## config.mk

```make
export PLATFORM = sky130hd
export DESIGN_NAME = mem_stage
export DESIGN_NICKNAME = d
export VERILOG_FILES = /design/src/rtl/mem_stage_pkg.sv /design/src/rtl/mem_load_extend.sv /design/src/rtl/mem_stage.sv
export SDC_FILE = /design/constraint.sdc
export NUM_CORES = 1
export LEC_CHECK = 0
export BUFFER_PORTS_ARGS = -buffer_cell sky130_fd_sc_hd__buf_2
export CORE_ASPECT_RATIO = 1.4
export CORE_MARGIN = 5
export CORE_UTILIZATION = 25
export DETAILED_ROUTE_END_ITERATION = 6
export HOLD_SLACK_MARGIN = 0.12
export PLACE_DENSITY_LB_ADDON = 0.05
export SYNTH_ARGS = -nofsm -noshare
export SYNTH_HDL_FRONTEND = slang
export SYNTH_SLANG_ARGS = --single-unit
export TNS_END_PERCENT = 1
```

## constraint.sdc

```tcl
create_clock -name clk -period 18.6 [get_ports clk]
set_input_delay 3.72 -clock clk [delete_from_list [all_inputs] [get_ports clk]]
set_output_delay 3.72 -clock clk [all_outputs]
set_load 0.01 [all_outputs]
```

## src/rtl/mem_stage_pkg.sv

```systemverilog
// Shared widths, access-size codes, state encodings and the EXE->MEM bundle layout
// used by the MEM stage.
package mem_stage_pkg;

    localparam int EXE_TO_MEM_BUS_WIDTH = 107;
    localparam int MEM_TO_WB_BUS_WIDTH  = 70;
    localparam int MEM_TO_ID_BUS_WIDTH  = 40;

    localparam logic [1:0] MEM_SIZE_B = 2'd0;
    localparam logic [1:0] MEM_SIZE_H = 2'd1;
    localparam logic [1:0] MEM_SIZE_W = 2'd2;

    typedef enum logic [1:0] {
        ST_IDLE = 2'd0,
        ST_REQ  = 2'd1,
        ST_WAIT = 2'd2,
        ST_DONE = 2'd3
    } mem_state_e;

    typedef struct packed {
        logic [31:0] pc;
        logic [31:0] alu_result;
        logic [31:0] rkd_value;
        logic        is_load;
        logic        is_store;
        logic [1:0]  mem_size;
        logic        mem_unsigned;
        logic        reg_we;
        logic [4:0]  reg_waddr;
    } exe_to_mem_t;

endpackage

```

## src/rtl/mem_load_extend.sv

```systemverilog
// Selects the addressed byte/half out of a read word and zero- or sign-extends it.
module mem_load_extend
    import mem_stage_pkg::*;
(
    input  logic [31:0] rdata_i,
    input  logic [1:0]  addr_i,
    input  logic [1:0]  size_i,
    input  logic        uns_i,
    output logic [31:0] result_o
);

    logic [7:0]  byte_sel;
    logic [15:0] half_sel;

    always_comb begin
        byte_sel = rdata_i[{addr_i, 3'b000} +: 8];
        half_sel = addr_i[1] ? rdata_i[31:16] : rdata_i[15:0];
        case (size_i)
            MEM_SIZE_B: result_o = {{24{~uns_i & byte_sel[7]}}, byte_sel};
            MEM_SIZE_H: result_o = {{16{~uns_i & half_sel[15]}}, half_sel};
            default:    result_o = rdata_i;
        endcase
    end

endmodule

```

## src/rtl/mem_stage.sv

```systemverilog
// MEM pipeline stage: holds one instruction, runs its load/store on the SRAM-like
// data port, and hands the result to WB plus a forwarding/stall view to ID.
module mem_stage
    import mem_stage_pkg::*;
(
    input  logic                            clk,
    input  logic                            reset,
    input  logic                            exe_to_mem_valid,
    input  logic [EXE_TO_MEM_BUS_WIDTH-1:0] exe_to_mem_bus,
    output logic                            mem_allow_in,
    output logic                            mem_to_wb_valid,
    input  logic                            wb_allow_in,
    output logic [MEM_TO_WB_BUS_WIDTH-1:0]  mem_to_wb_bus,
    output logic [MEM_TO_ID_BUS_WIDTH-1:0]  mem_to_id_bus,
    output logic                            data_sram_req,
    output logic                            data_sram_wr,
    output logic [1:0]                      data_sram_size,
    output logic [3:0]                      data_sram_wstrb,
    output logic [31:0]                     data_sram_addr,
    output logic [31:0]                     data_sram_wdata,
    input  logic                            data_sram_addr_ok,
    input  logic                            data_sram_data_ok,
    input  logic [31:0]                     data_sram_rdata
);

    // state | meaning
    // IDLE  | no memory access in flight (empty or non-memory instruction)
    // REQ   | request driven, waiting for addr_ok
    // WAIT  | request accepted, waiting for data_ok
    // DONE  | response captured in rdata_buf, waiting for WB to take it

    exe_to_mem_t in_s;
    exe_to_mem_t mem_reg_q;
    mem_state_e  state_q, state_d;
    logic        mem_valid_q;
    logic [31:0] rdata_buf_q;
    logic        in_is_mem, is_mem, ready_go, reg_we_eff, data_pending;
    logic [31:0] load_value, final_result;

    assign in_s      = exe_to_mem_bus;
    assign in_is_mem = in_s.is_load | in_s.is_store;
    assign is_mem    = mem_reg_q.is_load | mem_reg_q.is_store;

    assign ready_go        = !is_mem || (state_q == ST_DONE);
    assign mem_allow_in    = !mem_valid_q || (ready_go && wb_allow_in);
    assign mem_to_wb_valid = mem_valid_q && ready_go;

    always_ff @(posedge clk) begin
        if (reset) begin
            mem_valid_q <= 1'b0;
            state_q     <= ST_IDLE;
        end else begin
            state_q <= state_d;
            if (mem_allow_in) mem_valid_q <= exe_to_mem_valid;
        end
    end

    // Instruction and read buffer carry no reset: they are qualified by mem_valid_q/state_q.
    always_ff @(posedge clk) begin
        if (mem_allow_in && exe_to_mem_valid) mem_reg_q <= in_s;
        if (state_q == ST_WAIT && data_sram_data_ok) rdata_buf_q <= data_sram_rdata;
    end

    always_comb begin
        state_d = state_q;
        case (state_q)
            ST_REQ:  if (data_sram_addr_ok) state_d = ST_WAIT;
            ST_WAIT: if (data_sram_data_ok) state_d = ST_DONE;
            default: state_d = state_q;
        endcase
        if (mem_allow_in) state_d = (exe_to_mem_valid && in_is_mem) ? ST_REQ : ST_IDLE;
    end

    always_comb begin
        data_sram_req   = (state_q == ST_REQ);
        data_sram_wr    = mem_reg_q.is_store;
        data_sram_size  = mem_reg_q.mem_size;
        data_sram_addr  = mem_reg_q.alu_result;
        data_sram_wstrb = 4'b0000;
        data_sram_wdata = mem_reg_q.rkd_value;
        case (mem_reg_q.mem_size)
            MEM_SIZE_B: begin
                data_sram_wstrb = 4'b0001 << mem_reg_q.alu_result[1:0];
                data_sram_wdata = {4{mem_reg_q.rkd_value[7:0]}};
            end
            MEM_SIZE_H: begin
                data_sram_addr[0] = 1'b0;
                data_sram_wstrb   = mem_reg_q.alu_result[1] ? 4'b1100 : 4'b0011;
                data_sram_wdata   = {2{mem_reg_q.rkd_value[15:0]}};
            end
            default: begin
                data_sram_addr[1:0] = 2'b00;
                data_sram_wstrb     = 4'b1111;
            end
        endcase
        if (!mem_reg_q.is_store) data_sram_wstrb = 4'b0000;
    end

    mem_load_extend u_load_extend (
        .rdata_i  (rdata_buf_q),
        .addr_i   (mem_reg_q.alu_result[1:0]),
        .size_i   (mem_reg_q.mem_size),
        .uns_i    (mem_reg_q.mem_unsigned),
        .result_o (load_value)
    );

    assign final_result = mem_reg_q.is_load ? load_value : mem_reg_q.alu_result;
    assign reg_we_eff   = mem_reg_q.reg_we && !mem_reg_q.is_store;
    assign data_pending = mem_valid_q && mem_reg_q.is_load && (state_q != ST_DONE);

    assign mem_to_wb_bus = {mem_reg_q.pc, final_result, reg_we_eff, mem_reg_q.reg_waddr};
    assign mem_to_id_bus = {mem_valid_q, reg_we_eff, mem_reg_q.reg_waddr, final_result, data_pending};

endmodule
```

# After elaboration in Yosys (flattened, before gate mapping)
# Index checks and enable logic that the tools add are counted.
word_totals:
  ff_bits: 142
  inputBits: 145
  output_inout_bits: 184
  wordCells: 57
op_classes:
  n_eq_ne: 7
  n_shift: 2
  n_mux: 14
  bitwise: 5
  n_reduce_logical: 17
ops:
  columns: ["op", "n"]
  rows:
  - ["32-bit one-hot mux with 2 select lines", 2]
  - ["32-bit 2-to-1 mux", 1]
  - ["32-bit by 6-bit indexed part select with 8-bit output", 1]
  - ["16-bit 2-to-1 mux", 1]
  - ["1-bit logical AND", 8]
  - ["4-bit 2-to-1 mux", 2]
  - ["4-bit one-hot mux with 2 select lines", 1]
  - ["2-bit 2-to-1 mux", 3]
  - ["2-bit by 1-bit == test with 1-bit output (second input constant)", 2]
  - ["2-bit == test (second input constant)", 2]
  - ["2-bit one-hot mux with 2 select lines", 1]
  - ["1-bit by 2-bit << shifter with 4-bit output (first input constant)", 1]
  - ["1-bit zero test", 3]
  - ["1-bit 2-to-1 mux", 3]
  - ["3-bit by 2-bit inequality test with 1-bit output (second input constant)", 1]
  - ["3-bit inequality test (second input constant)", 1]
  - ["3-bit AND reduction", 1]
  - ["3-bit nonzero test", 1]
  - ["1-bit AND", 2]
  - ["2-bit zero test", 1]
  - ["1-bit logical OR", 2]
  - ["2-bit inequality test (second input constant)", 1]
  - ["1-bit bitwise OR", 2]
  - ["2-bit OR reduction", 1]
  - ["1-bit inverter", 1]

# Longest topological paths before layout
logic_depth:
  word_depth: 7
  depth_mapped: 7
  depth_no_buf: 5

# Hierarchy
# Synthesis repeated with hierarchy kept, for this count alone.
hier_totals:
  cells_unflattened: 497
  area_unflattened_um2: 6766.5
by_module_without_submodules:
  columns: ["module", "n_inst", "cells_per_inst", "area_each_um2", "seq_area_each_um2"]
  rows:
  - ["mem_stage", 1, 375, 6072.1, 4234.1]
  - ["mem_load_extend", 1, 122, 694.4, 0.0]

# Worst setup path before layout
# OpenSTA, ideal clock, no wires.
synth_timing:
  path_kind: "input port to flip-flop"
  from: "in wb_allow_in"
  to: "reg mem_reg_q (netlist bit data_sram_addr[10]) (enable)"
  setup_time_ps: 608
  t_arrival_ps: 8969
  required_time_ps: 17992
  setup_slack_ps: 9023
  path_stages: 2
  path_buffers: 0
  path_cell_list: "nand2_1 > a21oi_1"
synth_between:
  elab_chain_cells: 3
synth_rtl:
  columns: ["element", "line", "source"]
  rows:
  - ["start: declaration", "mem_stage.sv:12", "input logic wb_allow_in,"]
  - ["1-bit logical AND", "mem_stage.sv:45", "assign mem_allow_in = !mem_valid_q || (ready_go && wb_allow_in);"]
  - ["1-bit logical OR", "mem_stage.sv:45", null]
  - ["1-bit logical AND", "mem_stage.sv:60", "if (mem_allow_in && exe_to_mem_valid) mem_reg_q <= in_s;"]
  - ["end signal: assignment", "mem_stage.sv:60", null]
  - ["end: declaration", "mem_stage.sv:33", "exe_to_mem_t mem_reg_q;"]
# Every way passes these cells.
# A chain may end at the register's enable or synchronous reset.

# Worst setup path in the final report
layout_timing:
  from: "in wb_allow_in"
  to: "out mem_allow_in"
layout_between:
  elab_chain_cells: 2
layout_rtl:
  columns: ["element", "line", "source"]
  rows:
  - ["1-bit logical AND", "mem_stage.sv:45", null]
  - ["1-bit logical OR", "mem_stage.sv:45", null]
  - ["end: declaration", "mem_stage.sv:10", "output logic mem_allow_in,"]
# Every way passes these cells.

==> impl_metrics.ini <==
[worst_setup_path]
cp-start-kind = primary input
cpPeakStageDelay_ns = 0.17
critical_path_class = primary input to output pin
cp.required_ns = 14.88
critical-path-slowest-cell = buf_2
worstSetupEndpointType = output pin
cp_cell_sequence = buf_2 -> nand2_1 -> nand2_1 -> buf_2
cp_top_family = buffers and inverters
crit_arrival_ns = 4.22
worst-path-max-fanout = 4
crit_buf_inv = 2

[placement]
gp_congestion = 0.724
placed_cell_area_um2 = 7590
dp_hpwl_um = 15700
pre_cts_slack_ns = 10.66
numPortBuffers = 328

[clock_network]
cts_hold_buf = 0
cts_tree = yes
post_cts_resized = 0
ctsHtreeMaxLevel = 4
cts_root_buf = clkbuf_16
clk_latency_ns = 0.42
cts_made_buffers = 17
clock_path_buffers = 2
cts.clk_slew.worst_paths_ns = 0.06
post-cts-setup-buffers = 0
cts_sinks = 142

[logic_synthesis]
ys_ff_latch = 142
synth_compound_area_frac = 0.0841
synth_top_area_share = 0.647
synth_edf_count = 139
syn_area_um2 = 6450
avgSynthCellArea_um2 = 14.0
synth_ff_type = edfxtp_1
netlist_top_cells_area = edfxtp_1 (65%), buf_4 (14%), mux2_2 (4.0%), a221o_1 (2.5%), nand2_1 (2.4%)
ys.warnings.count = 0
ys_seq_area_frac = 0.656
synth_xor_area_frac = 0
synth_cell_type_count = 38
synth_top_cell_by_area = edfxtp_1
synthMuxAreaShare = 0.0574
synth_nets = 607
synthSimpleGateAreaFrac = 0.0492
synthArstFlopShare = 0
synth_cells = 462
synth-adder-area-share = 0
synth_top_family_by_area = buffers and inverters

[global_routing]
grt_first_pass_wirelength_um = 30000
grt.overflow.total = 0
antenna_found_initial = 7
grt_start_max_net_pins = 71
grt_pass1_vias = 4794
grt_util_all_layers = 0.137

[floorplan]
dieArea_um2 = 29200
die_h_um = 200
io_pins = 329
fp.dieW_um = 146
start_util = 0.253
rows = 69
core_um2 = 25500

[power_and_ir_drop]
p_switching_mw = 0.203
intPower_mw = 0.623
finalPower_mw = 0.826
pwr_density_cell_nw_per_um2 = 101
clockPowerShare = 0.424
ir_drop_mv = 0.0625
seqPwrFrac = 0.459
p_leak_nw = 3.43
switching_share = 0.246
power.share.combinational = 0.117

[finish]
drive_gt1_frac = 0.564
fin_nets = 825
fin_area_um2 = 8190
final_util = 0.322
syn_to_final_growth_pct = 26.9
layout_common_cells = buf_2 (328), edfxtp_1 (139), nand2_1 (42), mux2_2 (23), a21oi_1 (18)
final_common_cell = buf_2

[run]
drv_cap = 0

[drt]
drt.antenna.violating_nets = 0
routed_wl_um = 20500
first_pass_iters = 4
viasPerCell = 4.29
drc = 0
first_iter_violations = 190
vias = 4360
wl_per_cell_um = 20.1

[sta]
fmax_mhz = 126
timing.final.crit_share = 0.427
rsz0062_at_grt = false
slew_headroom = 0.271
post-route-min-period_ns = 7.94
worstMarginPinSlew_ns = 1.09
clock_skew_ns = 0.00757
slew_viol_final = 0
hold_violations = 0
fin_ws_ns = 10.66
fin_tns_setup_ns = 0
setup_viol = 0

[run_status]
outcome = finished clean

[min_path]
min-delay-path-class = flip-flop to flip-flop
flip-flops by register name, indices dropped and copies added, names as in the netlist:
| register | cells |
|---|---|
| mem_reg_q | 37 |
| state_q | 2 |
| mem_to_wb_bus | 32 |
| data_sram_size | 2 |
| data_sram_addr | 30 |
| mem_valid_q | 1 |
| mem_to_id_bus | 5 |
| data_sram_wr | 1 |
| rdata_buf_q | 32 |
area by class of cell:
class	count	area (µm²)
Sequential cell	142	4230
Antenna cell	4	10.0
Tap cell	319	399
Clock buffer	18	429
Clock inverter	14	168
Fill cell	2594	17300
Multi-Input combinational cell	178	1240
Inverter	8	30.0
Timing Repair Buffer	333	1680
worst reg2reg max path, cell delays in order, from the launching register on:
cell and delay (ns):
edfxtp_1 0.54, o2bb2ai_1 0.25, nand2_1 0.14, a21oi_4 0.19
buf_4 0.72
cells in the mapped netlist, types with 2 or more instances:
master,instances
edfxtp_1,139
clkinv_1,4
a41oi_1,5
clkbuf_1,9
mux2i_1,10
o22ai_1,8
a21oi_1,19
a22oi_1,2
nand2b_1,4
buf_4,118
a221o_1,16
a22o_1,5
nor2_1,11
inv_1,4
o21ai_0,11
and2_1,2
buf_2,5
mux2_2,23
nor2b_1,4
o221ai_1,2
dfxtp_1,3
nand2_1,42
power groups by stage:
stage	Clock, mW	Sequential [mW]	Combinational, mW
floorplan	0	0.384	0.0685
global placement	0	0.386	0.0997
detailed placement	0	0.386	0.0994
CTS	0.363	0.380	0.0998
global route	0.375	0.381	0.107
finish	0.350	0.379	0.0969
per-stage QoR:
step / hold WS (ns) / cells
2_1_floorplan: 0.523 / 462
3_3_place_gp: 0.597 / 980
3_5_place_dp: 0.602 / 980
4_1_cts: 0.614 / 1012
5_1_grt: 0.669 / 1013
6_report: 0.622 / 1016
layer usage:
layer	routed length [µm]	up-vias	part of all wire	GRT usage
li1	-	2033	-	-
met1	7670	2073	0.37	0.145
met2	10500	223	0.51	0.239
met3	1940	23	0.095	0.0662
met4	336	8	0.016	0.0424
met5	55	-	0.0027	0
path summary, 6_finish.rpt:
check	depth (start not counted)	endpoint	from	slack, ns
setup / recovery	4	mem_allow_in	wb_allow_in	10.66
hold / removal	2	state_q[1]$_SDFFE_PP0P_	state_q[1]$_SDFFE_PP0P_	0.62
setup reg to reg	4	mem_to_wb_bus[68]$_DFFE_PP_	data_sram_wr$_DFFE_PP_	16.32
hold reg to reg	2	state_q[1]$_SDFFE_PP0P_	state_q[1]$_SDFFE_PP0P_	0.62
cells by family after synthesis:
logic type	count (synthesis)
DFF	142
buffers and inverters	142
AOI/OAI and AO/OA	75
and+or+nand+nor	69
muxes	34
(Power assumes the default switching activity.)
